===== config.mk =====
export PLATFORM = sky130hd
export DESIGN_NAME = uart_rx_flat
export DESIGN_NICKNAME = d
export VERILOG_FILES = /design/src/rtl/uart_rx_pkg.sv /design/src/rtl/uart_rx_if.sv /design/src/rtl/uart_sync.sv /design/src/rtl/uart_rx.sv /design/src/flat_wrapper.sv
export SDC_FILE = /design/constraint.sdc
export NUM_CORES = 1
export LEC_CHECK = 0
export ABC_AREA = 1
export BUFFER_PORTS_ARGS = -buffer_cell sky130_fd_sc_hd__buf_2
export CAP_MARGIN = 20
export CORE_MARGIN = 2
export CORE_UTILIZATION = 50
export DETAILED_ROUTE_END_ITERATION = 7
export PLACE_DENSITY = 0.71
export SYNTH_ARGS = -nofsm -noshare
export SYNTH_HDL_FRONTEND = slang
export SYNTH_SLANG_ARGS = --single-unit

===== constraint.sdc =====
create_clock -name clk -period 1.42 [get_ports clk]
set_clock_uncertainty 0.1 [all_clocks]
set_input_delay 0.284 -clock clk [delete_from_list [all_inputs] [get_ports clk]]
set_output_delay 0.284 -clock clk [all_outputs]
set_load 0.05 [all_outputs]

===== src/rtl/uart_rx_pkg.sv =====
// Shared UART constants and receiver state encoding.
package uart_rx_pkg;

  localparam int       BYTE_DATA_W      = 8;
  localparam int       UART_DIV_RATE    = 433;   // bit period - 1 at 50 MHz / 115200 baud
  localparam int       UART_DIV_CNT_W   = 9;
  localparam logic     UART_START_BIT   = 1'b0;
  localparam logic     UART_STOP_BIT    = 1'b1;
  localparam int       UART_BIT_CNT_MSB = 2;     // counts the 8 data bits

  typedef enum logic [1:0] {
    UART_RX_STATE_IDLE  = 2'd0,
    UART_RX_STATE_START = 2'd1,
    UART_RX_STATE_DATA  = 2'd2,
    UART_RX_STATE_STOP  = 2'd3
  } uart_rx_state_e;

endpackage


===== src/rtl/uart_rx_if.sv =====
// Receiver-to-register-block bus: status, completion strobe and received byte.
interface uart_rx_if;
  import uart_rx_pkg::*;

  logic                   rx_busy;
  logic                   rx_end;
  logic [BYTE_DATA_W-1:0] rx_data;
  logic                   rx_frame_err;

  modport master (output rx_busy, output rx_end, output rx_data, output rx_frame_err);
  modport slave  (input  rx_busy, input  rx_end, input  rx_data, input  rx_frame_err);

endinterface


===== src/rtl/uart_sync.sv =====
// Two-flop synchroniser for an asynchronous pad input; resets to 1 (idle line).
module uart_sync (
  input  logic clk,
  input  logic reset_,
  input  logic d,
  output logic q
);

  logic meta;

  // Two-stage capture of the asynchronous input.
  always_ff @(posedge clk or negedge reset_) begin
    if (!reset_) begin
      meta <= 1'b1;
      q    <= 1'b1;
    end else begin
      // NOTE: non-blocking so both stages update from pre-edge values and form a real 2-deep pipeline.
      meta <= d;
      q    <= meta;
    end
  end

endmodule


===== src/rtl/uart_rx.sv =====
// UART 8N1 receiver: mid-bit sampling via a baud divider, LSB-first deserialiser.
module uart_rx
  import uart_rx_pkg::*;
#(
  parameter int DIV_RATE  = UART_DIV_RATE,
  parameter int DIV_CNT_W = UART_DIV_CNT_W
) (
  input  logic     clk,
  input  logic     reset_,
  input  logic     rx,
  uart_rx_if.master bus
);

  localparam logic [DIV_CNT_W-1:0]        DIV_FULL = DIV_CNT_W'(DIV_RATE);
  localparam logic [DIV_CNT_W-1:0]        DIV_HALF = DIV_CNT_W'(DIV_RATE / 2);
  localparam logic [UART_BIT_CNT_MSB:0]   BIT_LAST = '1;

  logic                     rx_s;
  uart_rx_state_e           state_q, state_d;
  logic [DIV_CNT_W-1:0]     div_q,   div_d;
  logic [UART_BIT_CNT_MSB:0] bit_q,  bit_d;
  logic [BYTE_DATA_W-1:0]   shreg_q, shreg_d;
  logic                     end_q,   end_d;
  logic [BYTE_DATA_W-1:0]   data_q,  data_d;
  logic                     err_q,   err_d;

  uart_sync u_sync (
    .clk    (clk),
    .reset_ (reset_),
    .d      (rx),
    .q      (rx_s)
  );

  // State, divider, bit counter, shift register and output registers.
  always_ff @(posedge clk or negedge reset_) begin
    if (!reset_) begin
      state_q <= UART_RX_STATE_IDLE;
      div_q   <= DIV_FULL;
      bit_q   <= '0;
      shreg_q <= '0;
      end_q   <= 1'b0;
      data_q  <= '0;
      err_q   <= 1'b0;
    end else begin
      state_q <= state_d;
      div_q   <= div_d;
      bit_q   <= bit_d;
      shreg_q <= shreg_d;
      end_q   <= end_d;
      data_q  <= data_d;
      err_q   <= err_d;
    end
  end

  // Next-state logic: start detection, divider countdown and per-bit sampling.
  always_comb begin
    // NOTE: every output gets a default first so no path leaves a variable unassigned (no latches).
    state_d = state_q;
    div_d   = div_q;
    bit_d   = bit_q;
    shreg_d = shreg_q;
    end_d   = 1'b0;
    data_d  = data_q;
    err_d   = err_q;

    if (state_q == UART_RX_STATE_IDLE) begin
      // Half-period load puts every later sample in the middle of its bit.
      if (rx_s == UART_START_BIT) begin
        state_d = UART_RX_STATE_START;
        div_d   = DIV_HALF;
      end
    end else if (div_q != '0) begin
      div_d = div_q - 1'b1;
    end else begin
      div_d = DIV_FULL;
      unique case (state_q)
        UART_RX_STATE_START: begin
          if (rx_s == UART_START_BIT) begin
            state_d = UART_RX_STATE_DATA;
            bit_d   = '0;
          end else begin
            // Start bit gone by mid-bit: line glitch, drop it silently.
            state_d = UART_RX_STATE_IDLE;
          end
        end
        UART_RX_STATE_DATA: begin
          shreg_d = {rx_s, shreg_q[BYTE_DATA_W-1:1]};
          if (bit_q == BIT_LAST) begin
            state_d = UART_RX_STATE_STOP;
            bit_d   = '0;
          end else begin
            bit_d   = bit_q + 1'b1;
          end
        end
        UART_RX_STATE_STOP: begin
          // Byte is handed over even when the stop bit is bad.
          end_d   = 1'b1;
          data_d  = shreg_q;
          err_d   = (rx_s != UART_STOP_BIT);
          state_d = UART_RX_STATE_IDLE;
          bit_d   = '0;
        end
        default: ;
      endcase
    end
  end

  assign bus.rx_busy      = (state_q != UART_RX_STATE_IDLE);
  assign bus.rx_end       = end_q;
  assign bus.rx_data      = data_q;
  assign bus.rx_frame_err = err_q;

endmodule


===== src/flat_wrapper.sv =====
// flat-port wrapper written by rule: the top's interface ports become plain ports
module uart_rx_flat import uart_rx_pkg::*;
#(
  parameter int DIV_RATE  = UART_DIV_RATE,
  parameter int DIV_CNT_W = UART_DIV_CNT_W
)
  (clk, reset_, rx, bus_rx_busy, bus_rx_end, bus_rx_data, bus_rx_frame_err);
  uart_rx_if bus_i ();
  input  logic clk;
  input  logic reset_;
  input  logic rx;
  output wire logic [$bits(bus_i.rx_busy)-1:0] bus_rx_busy;
  output wire logic [$bits(bus_i.rx_end)-1:0] bus_rx_end;
  output wire logic [$bits(bus_i.rx_data)-1:0] bus_rx_data;
  output wire logic [$bits(bus_i.rx_frame_err)-1:0] bus_rx_frame_err;
  assign bus_rx_busy = bus_i.rx_busy;
  assign bus_rx_end = bus_i.rx_end;
  assign bus_rx_data = bus_i.rx_data;
  assign bus_rx_frame_err = bus_i.rx_frame_err;
  uart_rx #(.DIV_RATE(DIV_RATE), .DIV_CNT_W(DIV_CNT_W)) u_core (.clk(clk), .reset_(reset_), .rx(rx), .bus(bus_i));
endmodule

* Word level (Yosys, flattened, before mapping)
Index checks and enable logic that the tools add are counted.
Operators by class: $add $sub $neg 2, $mul 0, div/mod/pow operators 0, order comparisons 0, eq/ne operators 8, shift operators 0, mux-type cells 15, bitwise gates (word level) 3, reductions and logical operators 9
Operators with widths (count):
- two-way mux 9 bit | 3
- two-way mux 2 bit | 5
- case mux 3 bit (3 select lines) | 1
- nonzero test 9 bit | 1
- subtractor 9 x 1 -> 9 bit, second input constant | 1
- AND reduction 4 bit | 2
- two-way mux 3 bit | 2
- case mux 2 bit (3 select lines) | 1
- AND reduction 3 bit | 2
- equality test 2 bit, second input constant | 2
- inequality test 2 bit, second input constant | 2
- nonzero test 4 bit | 1
- adder 3 x 1 -> 3 bit, second input constant | 1
- equality test 3 bit, second input constant | 1
- two-way mux 1 bit | 3
- inequality test 3 x 1 -> 1 bit, second input constant | 1
- NOT 1 bit | 3
- nonzero test 3 bit | 1
- equality test 2 x 1 -> 1 bit, second input constant | 1
- logical NOT 2 bit | 1
- inequality test 2 x 1 -> 1 bit, second input constant | 1
- nonzero test 2 bit | 1
Word-level totals: register bits after elaboration 34, bits in latches 0, memory bits (writable) 0, memory bits (read-only) 0, input bits 3, output and inout port bits 11, logic and storage cells 46, memories 0

* Depth between registers and ports, before layout
Gate-level depths: netlist of run 1.
depth in word-level cells 5, gate-level depth with buffers 10, gate-level depth less buffers 9

* Cells and area by module
Synthesis of run 1 repeated with hierarchy kept, for this count alone.
Second synthesis, totals: cells, all modules 208, area total of the unflattened synthesis 1732.9 µm²
By module, submodules not included:
- uart_rx | instances 1, cells an instance 206, area each 1680.4 µm², seq. area each 807.0 µm²
- uart_sync | instances 1, cells an instance 2, area each 52.6 µm², seq. area each 52.6 µm²

* Worst setup path after synthesis of run 1
Ideal clock, no wire load.
path kind register to register, start register u_core.state_q[0], end register u_core.div_q[3], setup time 0.120 ns, arrival time 1.439 ns, required time 1.200 ns, setup slack -0.239 ns, stages on the path, launching flop included 8, buffers on the path 1, clock period less this slack 1.659 ns, cells stage by stage dfrtp_1 inv_1 ha_1 inv_1 buf_2 o21ai_0 a21oi_1 nor2_1
Between the ends: cells in the longest elaborated chain, start to end 2, elaborated cells between the ends (all ways) 3, classes of those cells eq/ne (1); mux (1); reduce/logical (1)
RTL lines:
- start: declaration | line uart_rx.sv:19 | uart_rx_state_e state_q, state_d;
- start signal: assignment | line uart_rx.sv:45 | state_q <= state_d;
- logical NOT 2 bit * | line uart_rx.sv:66 | if (state_q == UART_RX_STATE_IDLE) begin
- inequality test 2 bit (no source line) / two-way mux 9 bit (equally long branches)
- end signal: assignment | line uart_rx.sv:46 | div_q <= div_d;
- end: declaration | line uart_rx.sv:20 | logic [DIV_CNT_W-1:0] div_q, div_d;
Every way passes the cells marked *; elsewhere a longest branch is shown, timed or not. A chain may end at the register's enable or synchronous reset.

* Final worst setup path of run 1
start register u_core.div_q[1], end register u_core.data_q[4], in the netlist u_core.bus.rx_data[4]
Between the ends: cells in the longest elaborated chain, start to end 3
RTL lines:
- nonzero test 9 bit | line uart_rx.sv:72 | end else if (div_q != '0) begin
- NOT 1 bit (no source line)
- AND reduction 3 bit (no source line)
- end signal: assignment | line uart_rx.sv:50 | data_q <= data_d;
- end: declaration | line uart_rx.sv:24 | logic [BYTE_DATA_W-1:0] data_q, data_d;
No other way between the ends.

==> PnR_summary.wiki, run 1 <==
{| class="wikitable"
! Metric !! Value
|-
| Ports placed on the boundary || 14
|-
| CP arrival || 1.81 ns
|-
| Floorplan row count || 20
|-
| Net load switching power || 347 uW
|-
| Worst-case setup slack after placement || -0.161 ns
|-
| GRT Util Overall || 22.6%
|-
| Buf/Inv on CP || 2
|-
| Area of all sequential standard cells || 860 sq um
|-
| First-pass GRT wire length || 6210 um
|-
| Area taken by multi-input logic gates || 858 sq um
|-
| Internal power component || ~1200 uW
|-
| Share of total power consumed by net switching || a little under a quarter
|-
| Run status || finished with violations
|-
| Max Transition Viols Final || 0
|-
| Number of buffers added on ports || 13
|-
| Post-route fraction of the period consumed by the critical path || 117%
|-
| Async set-or-reset flop fraction in the synthesized netlist || 100%
|-
| Worst Path Max Fanout || 5
|-
| Share of power burned in the clock network || 33.6%
|-
| Startpoint-to-endpoint class of the critical path || flop to flop
|-
| CTS root buffer || sky130_fd_sc_hd__clkbuf_4
|-
| Critical path's top delay family || simple AND/OR/NAND/NOR gates
|-
| Routed vias || 1494
|-
| Max Root-Sink Buffers || 2
|-
| Area of the die || 3800 sq um
|-
| Final count of hold timing violations || 0
|-
| Die Ht || 61.6 um
|-
| Core outline area || 3100 sq um
|-
| Critical path required time || 1.56 ns
|-
| Leakage power of the design || 0.00117 uW
|-
| Clock-pin transition on the worst setup and hold timing paths || 0.10 ns
|-
| Total of warnings raised by yosys || 0
|-
| Count of maximum capacitance violations || 0
|-
| Wire per inst || ~14 um
|-
| Slew Limit Headroom || 59.4%
|-
| Most used cells in the layout excluding fill and tap cells || 44 x sky130_fd_sc_hd__nand2_1, 30 x sky130_fd_sc_hd__buf_4, 27 x sky130_fd_sc_hd__dfrtp_1
|-
| Area growth, synth to finish || 38.3%
|-
| Setup WS post-layout || -0.245 ns
|-
| Final setup fails || 32
|-
| Final weighted congestion in routability-driven placement || 0.838
|-
| Worst vdd rail ir drop || 0.531 mV
|-
| Net count of the finished layout || 252
|-
| Number of H-tree branching levels || 2
|-
| DIE WIDTH || 61.6 um
|-
| Remaining global-route overflow || 0
|-
| WL final || 3970 um
|-
| Ratio of cells with drive above 1 in the final layout || ~45%
|-
| Setup repair after global routing missed its margin || true
|-
| Slew at the pin closest to its max-slew limit || 0.608 ns
|-
| Longest individual stage delay on the worst path || around 0.39 ns
|-
| Number of antenna cells inserted || 0
|-
| Average cell area after synthesis || slightly below 9 sq um
|-
| Area of placed instances || around 1900 sq um
|-
| Inserted Clock Buffers || 5
|-
| Comb power frac || between 2 and 2.5%
|-
| Number of DRC violations after detailed-routing iteration 0 || 77
|-
| Vias in the first global route || 1452
|-
| Path class of the lowest-slack min-delay path || flop to flop
|-
| Post-synthesis instance total || 190
|-
| First drt pass iteration count || 4
|-
| DRC violations left || 0
|-
| Startpoint kind of the worst setup timing path || flop
|-
| Initial antenna violation count || 0
|-
| Most common cell after layout, fill and taps aside || sky130_fd_sc_hd__nand2_1
|-
| Power per Cell Area || 661 nW/um^2
|-
| Pin count of the biggest net entering global routing || 35
|-
| Part of the power in registers || 64.2%
|-
| CTS tree || yes
|-
| Post-DP HPWL || 2470 um
|-
| Minimum period implied by the final worst setup slack || 1.67 ns
|-
| Netlist area before placement || about 1700 sq um
|-
| Count of distinct cell types in the synthesized netlist || 25
|-
| Violated checks || setup timing
|-
| Final worst hold slack || approximately 0.26 ns
|-
| Most used DFF post-synth || sky130_fd_sc_hd__dfrtp_1
|-
| Peak clock frequency supported by timing || 600 MHz
|-
| CTS sink count || 34
|-
| Critical path's slowest cell || sky130_fd_sc_hd__dfrtp_1
|-
| Net Count, Synth || 200
|-
| Endpoint kind of the worst setup timing path || flop
|-
| Number of filler cells placed in the layout || 218
|-
| Antenna Violating Nets Remaining || 0
|-
| Final instance area || 2300 sq um
|-
| Count of state elements after synthesis || 34
|-
| Via/cell ratio || ~5.2
|-
| Clock insertion delay at the later pin of the skew report || 0.35 ns
|-
| Cell breakdown of the critical path || inv_2 > ha_4 > nand2_4 > nor2_4 > nand3_4 > nor2_4 > buf_6 > nand2_8 > nand2_2 > nand2_1
|-
| Cell mode on critical path || sky130_fd_sc_hd__nor2_4
|-
| Sequential share of the synthesized area || 51.7%
|-
| Starting utilization of the core area || 53.5%
|-
| EDFF count, synth || 0
|}
## synthesized netlist by cell type, drive strengths merged, types with 2 or more instances
cell	count	share of area, %
a21oi	4	1.2
buf	4	1.9
clkbuf	2	0.45
dfrtp	27	41
dfstp	7	11
ha	7	5.3
inv	17	3.8
nand2	63	15
nand3	26	8.6
nand3b	2	0.90
nand4	3	1.1
nor2	11	3.8
o21ai	10	3.0
o22ai	3	1.1
## stage by stage
| stage | utilization (%) | instances | total power [uW] | setup TNS (ns) |
|---|---|---|---|---|
| 6_report | 74.0 | 287 | 1520 | -5.28 |
| 5_1_grt | 74.0 | 287 | 1580 | -8.18 |
| 4_1_cts | 69.1 | 279 | 1530 | -3.25 |
| 3_5_place_dp | 62.0 | 263 | 1020 | -3.45 |
| 3_3_place_gp | 62.0 | 263 | 1020 | -2.01 |
| 2_1_floorplan | - | 190 | 996 | -0.591 |
## cell families after synthesis
family          count (synthesis)  share of synthesized area [%]
simple gates                  106                           30.0
flops                          34                           51.7
buf+inv                        23                           6.17
compound gates                 18                           5.80
fa+ha+maj                       7                           5.27
xor+xnor                        2                           1.05
## power by group through the flow
stage / clock network [uW] / logic, uW / registers, uW
3_3_place_gp: 0 / 29.2 / 993
4_1_cts: 519 / 34.3 / 975
2_1_floorplan: 0 / 2.62 / 994
3_5_place_dp: 0 / 29.9 / 993
5_1_grt: 567 / 39.3 / 975
6_report: 510 / 33.4 / 975
## metal layers
metal,wire [um],vias to the layer above,GRT usage [%]
met5,0,-,0
met4,160,0,10.6
met3,172,20,5.88
met2,1970,48,38.0
met1,1670,707,27.0
li1,-,719,-
## timing repair
item	CTS	global route
setup endpoints to repair	32	39
cloned	0	1
setup buffers	6	8
pin swaps	2	14
hold buffers	2	0
gates resized for setup	33	31
endpoints found under the hold margin	28	0
## cell type report
cell class              instances  area share (%)
repair buffers                 50            17.2
clock buffers                   6            1.80
well taps                      44            2.40
clock inverters                 2           0.436
inverters                      17            3.43
multi-input cells             134            37.4
flip-flops and latches         34            37.4
## registers in the layout (all words and copies together) (netlist names)
| register | flops |
|---|---|
| u_core.div_q | 9 |
| u_core.bus.rx_data | 8 |
| u_core.shreg_q | 8 |
| u_core.bit_q | 3 |
| u_core.state_q | 2 |
| u_core.bus.rx_end | 1 |
| u_core.bus.rx_frame_err | 1 |
| u_core.u_sync.meta | 1 |
| u_core.u_sync.q | 1 |
## final timing paths
check	from	slack, ns	to	depth (start not counted)
setup / recovery	u_core.div_q[1]	-0.25	u_core.bus.rx_data[4]	10
hold / removal	u_core.u_sync.meta	0.26	u_core.u_sync.q	0
setup reg to reg	u_core.div_q[1]	-0.25	u_core.bus.rx_data[4]	10
hold reg to reg	u_core.u_sync.meta	0.26	u_core.u_sync.q	0
max in group asynchronous	reset_	0.49	u_core.u_sync.meta	3
min in group asynchronous	reset_	0.39	u_core.div_q[3]	3
(Power assumes the default switching activity.)
==> run 2, diff against run 1 <==
- ABC_AREA: 1 -> unset
- SKIP_LAST_GASP: unset -> 1
==> PnR_summary.wiki, run 2 <==
{| class="wikitable"
! Metric !! Value
|-
| Post-route fraction of the period consumed by the critical path || 124% (+6.8 points)
|-
| WL final || 5040 um (+27%)
|-
| EDFF count, synth || 0 (unchanged)
|-
| Number of H-tree branching levels || 2 (unchanged)
|-
| Die Ht || 60.4 um (-2.0%)
|-
| Count of state elements after synthesis || 34 (unchanged)
|-
| Ratio of cells with drive above 1 in the final layout || 65.2% (+20 points)
|-
| CTS sink count || 34 (unchanged)
|-
| Clock-pin transition on the worst setup and hold timing paths || 0.11 ns (about the same)
|-
| Startpoint kind of the worst setup timing path || flop
|-
| Max Root-Sink Buffers || 2 (unchanged)
|-
| Via/cell ratio || 5.85 (+12%)
|-
| Final count of hold timing violations || 0 (unchanged)
|-
| Number of buffers added on ports || 13 (unchanged)
|-
| Minimum period implied by the final worst setup slack || 1.76 ns (+0.0960 ns)
|-
| Most used cells in the layout excluding fill and tap cells || 31 x sky130_fd_sc_hd__buf_4, 27 x sky130_fd_sc_hd__dfrtp_1, 16 x sky130_fd_sc_hd__mux2_4
|-
| DRC violations left || 0 (unchanged)
|-
| Slew at the pin closest to its max-slew limit || 0.405 ns (-0.203 ns)
|-
| DIE WIDTH || 60.4 um (-2.0%)
|-
| Core outline area || 3050 sq um (-1.6%)
|-
| Area growth, synth to finish || 56.6%
|-
| Peak clock frequency supported by timing || 568 MHz (-5.5%)
|-
| Most used DFF post-synth || sky130_fd_sc_hd__dfrtp_1
|-
| Net count of the finished layout || 210 (-17%)
|-
| Total of warnings raised by yosys || 0 (unchanged)
|-
| Flip-flop count of the largest register, all copies and words added || 9 (unchanged)
|-
| Critical path required time || 1.60 ns (+0.04 ns)
|-
| GRT Util Overall || 27.6% (+5.0 points)
|-
| Post-synthesis instance total || 137 (-28%)
|-
| Largest area contributor in the synthesized netlist || sky130_fd_sc_hd__dfrtp_1
|-
| Area of the die || 3650 sq um (-3.9%)
|-
| Critical path's top delay family || flip-flops
|-
| Leakage power of the design || 0.00123 uW (+4.6%)
|-
| Count of distinct cell types in the synthesized netlist || 34 (+36%)
|-
| Endpoint kind of the worst setup timing path || flop
|-
| Final setup fails || 33 (+3.1%)
|-
| Final weighted congestion in routability-driven placement || 0.854 (+1.8%)
|-
| Wire per inst || 20.6 um (+49%)
|-
| CTS tree || yes
|-
| Vias in the first global route || 1437 (-1.0%)
|-
| Post-synth top area share || 42.5% (+1.8 points)
|-
| Netlist area before placement || 1590 sq um (-4.2%)
|-
| Power per Cell Area || 698 nW/um^2 (+5.7%)
|-
| Placed Cells incl. Taps || 217 (-17%)
|-
| Most numerous cell types in the synthesized netlist || 27 x sky130_fd_sc_hd__dfrtp_1, 14 x sky130_fd_sc_hd__nand2_1, 13 x sky130_fd_sc_hd__mux2_2
|-
| Cell mode on critical path || sky130_fd_sc_hd__inv_2
|-
| Worst vdd rail ir drop || 0.440 mV (-17%)
|-
| Run status || finished with violations
|-
| Ports placed on the boundary || 14 (unchanged)
|-
| Clock insertion delay at the later pin of the skew report || 0.36 ns (about the same)
|-
| Area of all sequential standard cells || 860 sq um (unchanged)
|-
| Post-DP HPWL || 2600 um (+5.1%)
|-
| Remaining global-route overflow || 0 (unchanged)
|-
| Count of maximum capacitance violations || 0 (unchanged)
|-
| Setup WS post-layout || -0.341 ns (-0.0960 ns)
|-
| Longest individual stage delay on the worst path || 0.55 ns (+0.16 ns)
|-
| Async set-or-reset flop fraction in the synthesized netlist || 100% (unchanged)
|-
| Critical path's slowest cell || sky130_fd_sc_hd__dfstp_2
|-
| R2r setup slk || -0.34 ns (-0.10 ns)
|-
| Area taken by multi-input logic gates || 968 sq um (+13%)
|-
| Starting utilization of the core area || 52.1% (-1.4 points)
|-
| First drt pass iteration count || 4 (unchanged)
|-
| Violated checks || setup timing
|-
| Dominant cells by area after synthesis || sky130_fd_sc_hd__dfrtp_1 42%, sky130_fd_sc_hd__dfstp_2 12%, sky130_fd_sc_hd__mux2_2 9.2%
|-
| Routed vias || 1434 (-4.0%)
|-
| Pin count of the biggest net entering global routing || 19 (-46%)
|-
| Inserted Clock Buffers || 5 (unchanged)
|-
| Net Count, Synth || 147 (-27%)
|-
| Setup repair after global routing missed its margin || true
|-
| First-pass GRT wire length || 7140 um (+15%)
|-
| Average cell area after synthesis || 11.6 sq um (+33%)
|-
| Number of antenna cells inserted || 0 (unchanged)
|-
| Startpoint-to-endpoint class of the critical path || flop to flop
|-
| Worst Path Max Fanout || 7 (+2)
|-
| Number of DRC violations after detailed-routing iteration 0 || 115 (+49%)
|-
| Path class of the lowest-slack min-delay path || flop to flop
|-
| Cell breakdown of the critical path || inv_2 > ha_4 > buf_4 > buf_6 > inv_2 > o22ai_1 > and3_1 > o31a_1
|-
| CTS root buffer || sky130_fd_sc_hd__clkbuf_4
|-
| Slew Limit Headroom || 73.0% (+14 points)
|-
| Power, Total || 1740 uW (+15%)
|-
| Register ranked first by flip-flop count || u_core.div_q
|-
| Number of cells in the finished layout apart from fillers || 245 (-15%)
|-
| Floorplan row count || 20 (unchanged)
|-
| Most common cell after layout, fill and taps aside || sky130_fd_sc_hd__buf_4
|-
| Cell with the most instances after synthesis || sky130_fd_sc_hd__dfrtp_1
|-
| Initial antenna violation count || 0 (unchanged)
|-
| Sequential share of the synthesized area || 54.0% (+2.3 points)
|-
| Antenna Violating Nets Remaining || 0 (unchanged)
|-
| Buf/Inv on CP || 4 (+2)
|-
| Max Transition Viols Final || 0 (unchanged)
|-
| CP arrival || 1.94 ns (+0.13 ns)
|-
| Number of filler cells placed in the layout || 163 (-25%)
|}
[run 2: final cells by class]
| type | count | share of cell area, % |
|---|---|---|
| Multi-Input combinational cell | 93 | 38.9 |
| Sequential cell | 34 | 34.5 |
| Timing Repair Buffer | 59 | 19.9 |
| Tap cell | 44 | 2.21 |
| Clock inverter | 3 | 1.81 |
| Clock buffer | 5 | 1.51 |
| Inverter | 7 | 1.20 |
[run 2: cell families after synthesis]
family	share of synthesized area [%]
AOI/OAI and AO/OA	9.20
muxes	12.0
buffers and inverters	3.14
DFF	54.0
adders and majority gates	5.50
and+or+nand+nor	16.1
[run 2: final timing paths]
check	end	startpoint	depth (start not counted)
max	u_core.div_q[7]	u_core.div_q[0]	8
max reg2reg	u_core.div_q[7]	u_core.div_q[0]	8
max in group asynchronous	u_core.shreg_q[5]	reset_	3
min	u_core.u_sync.q	u_core.u_sync.meta	0
min reg2reg	u_core.u_sync.q	u_core.u_sync.meta	0
min in group asynchronous	u_core.div_q[3]	reset_	2
[run 2: where the power goes]
part	internal (uW)	leakage (uW)	switching (uW)
Clock	369	0.0000374	360
Combinational	10.5	0.000748	23.5
Sequential	974	0.000443	3.52
[run 2: metrics by stage]
step	worst slack (ns)	instance area (sq um)	TNS (ns)	hold slack [ns]	util [%]
2_1_floorplan	-0.446	1690	-9.70	-0.112	-
4_1_cts	-0.289	2310	-5.95	0.264	75.6
5_1_grt	-0.391	2490	-9.87	0.268	81.6
3_5_place_dp	-0.316	1960	-7.31	0.123	64.3
6_report	-0.341	2490	-8.32	0.266	81.6
3_3_place_gp	-0.286	1960	-6.30	0.120	64.3
[run 2: routing by layer]
| layer | vias to the layer above | routed length, um | GRT usage [%] |
|---|---|---|---|
| li1 | 609 | - | - |
| met1 | 739 | 2070 | 33.8 |
| met2 | 67 | 2570 | 46.4 |
| met3 | 19 | 233 | 6.18 |
| met4 | 0 | 163 | 13.0 |
| met5 | - | 0 | 0 |
[run 2: repair_timing]
action                                  in CTS  in global routing
setup buffers                                9                  9
cloned                                       1                  0
hold buffers                                 2                  0
endpoints found under the hold margin       10                  0
resized for setup                           44                 33
endpoints found under the setup margin      32                 38
pin swaps                                    6                 12
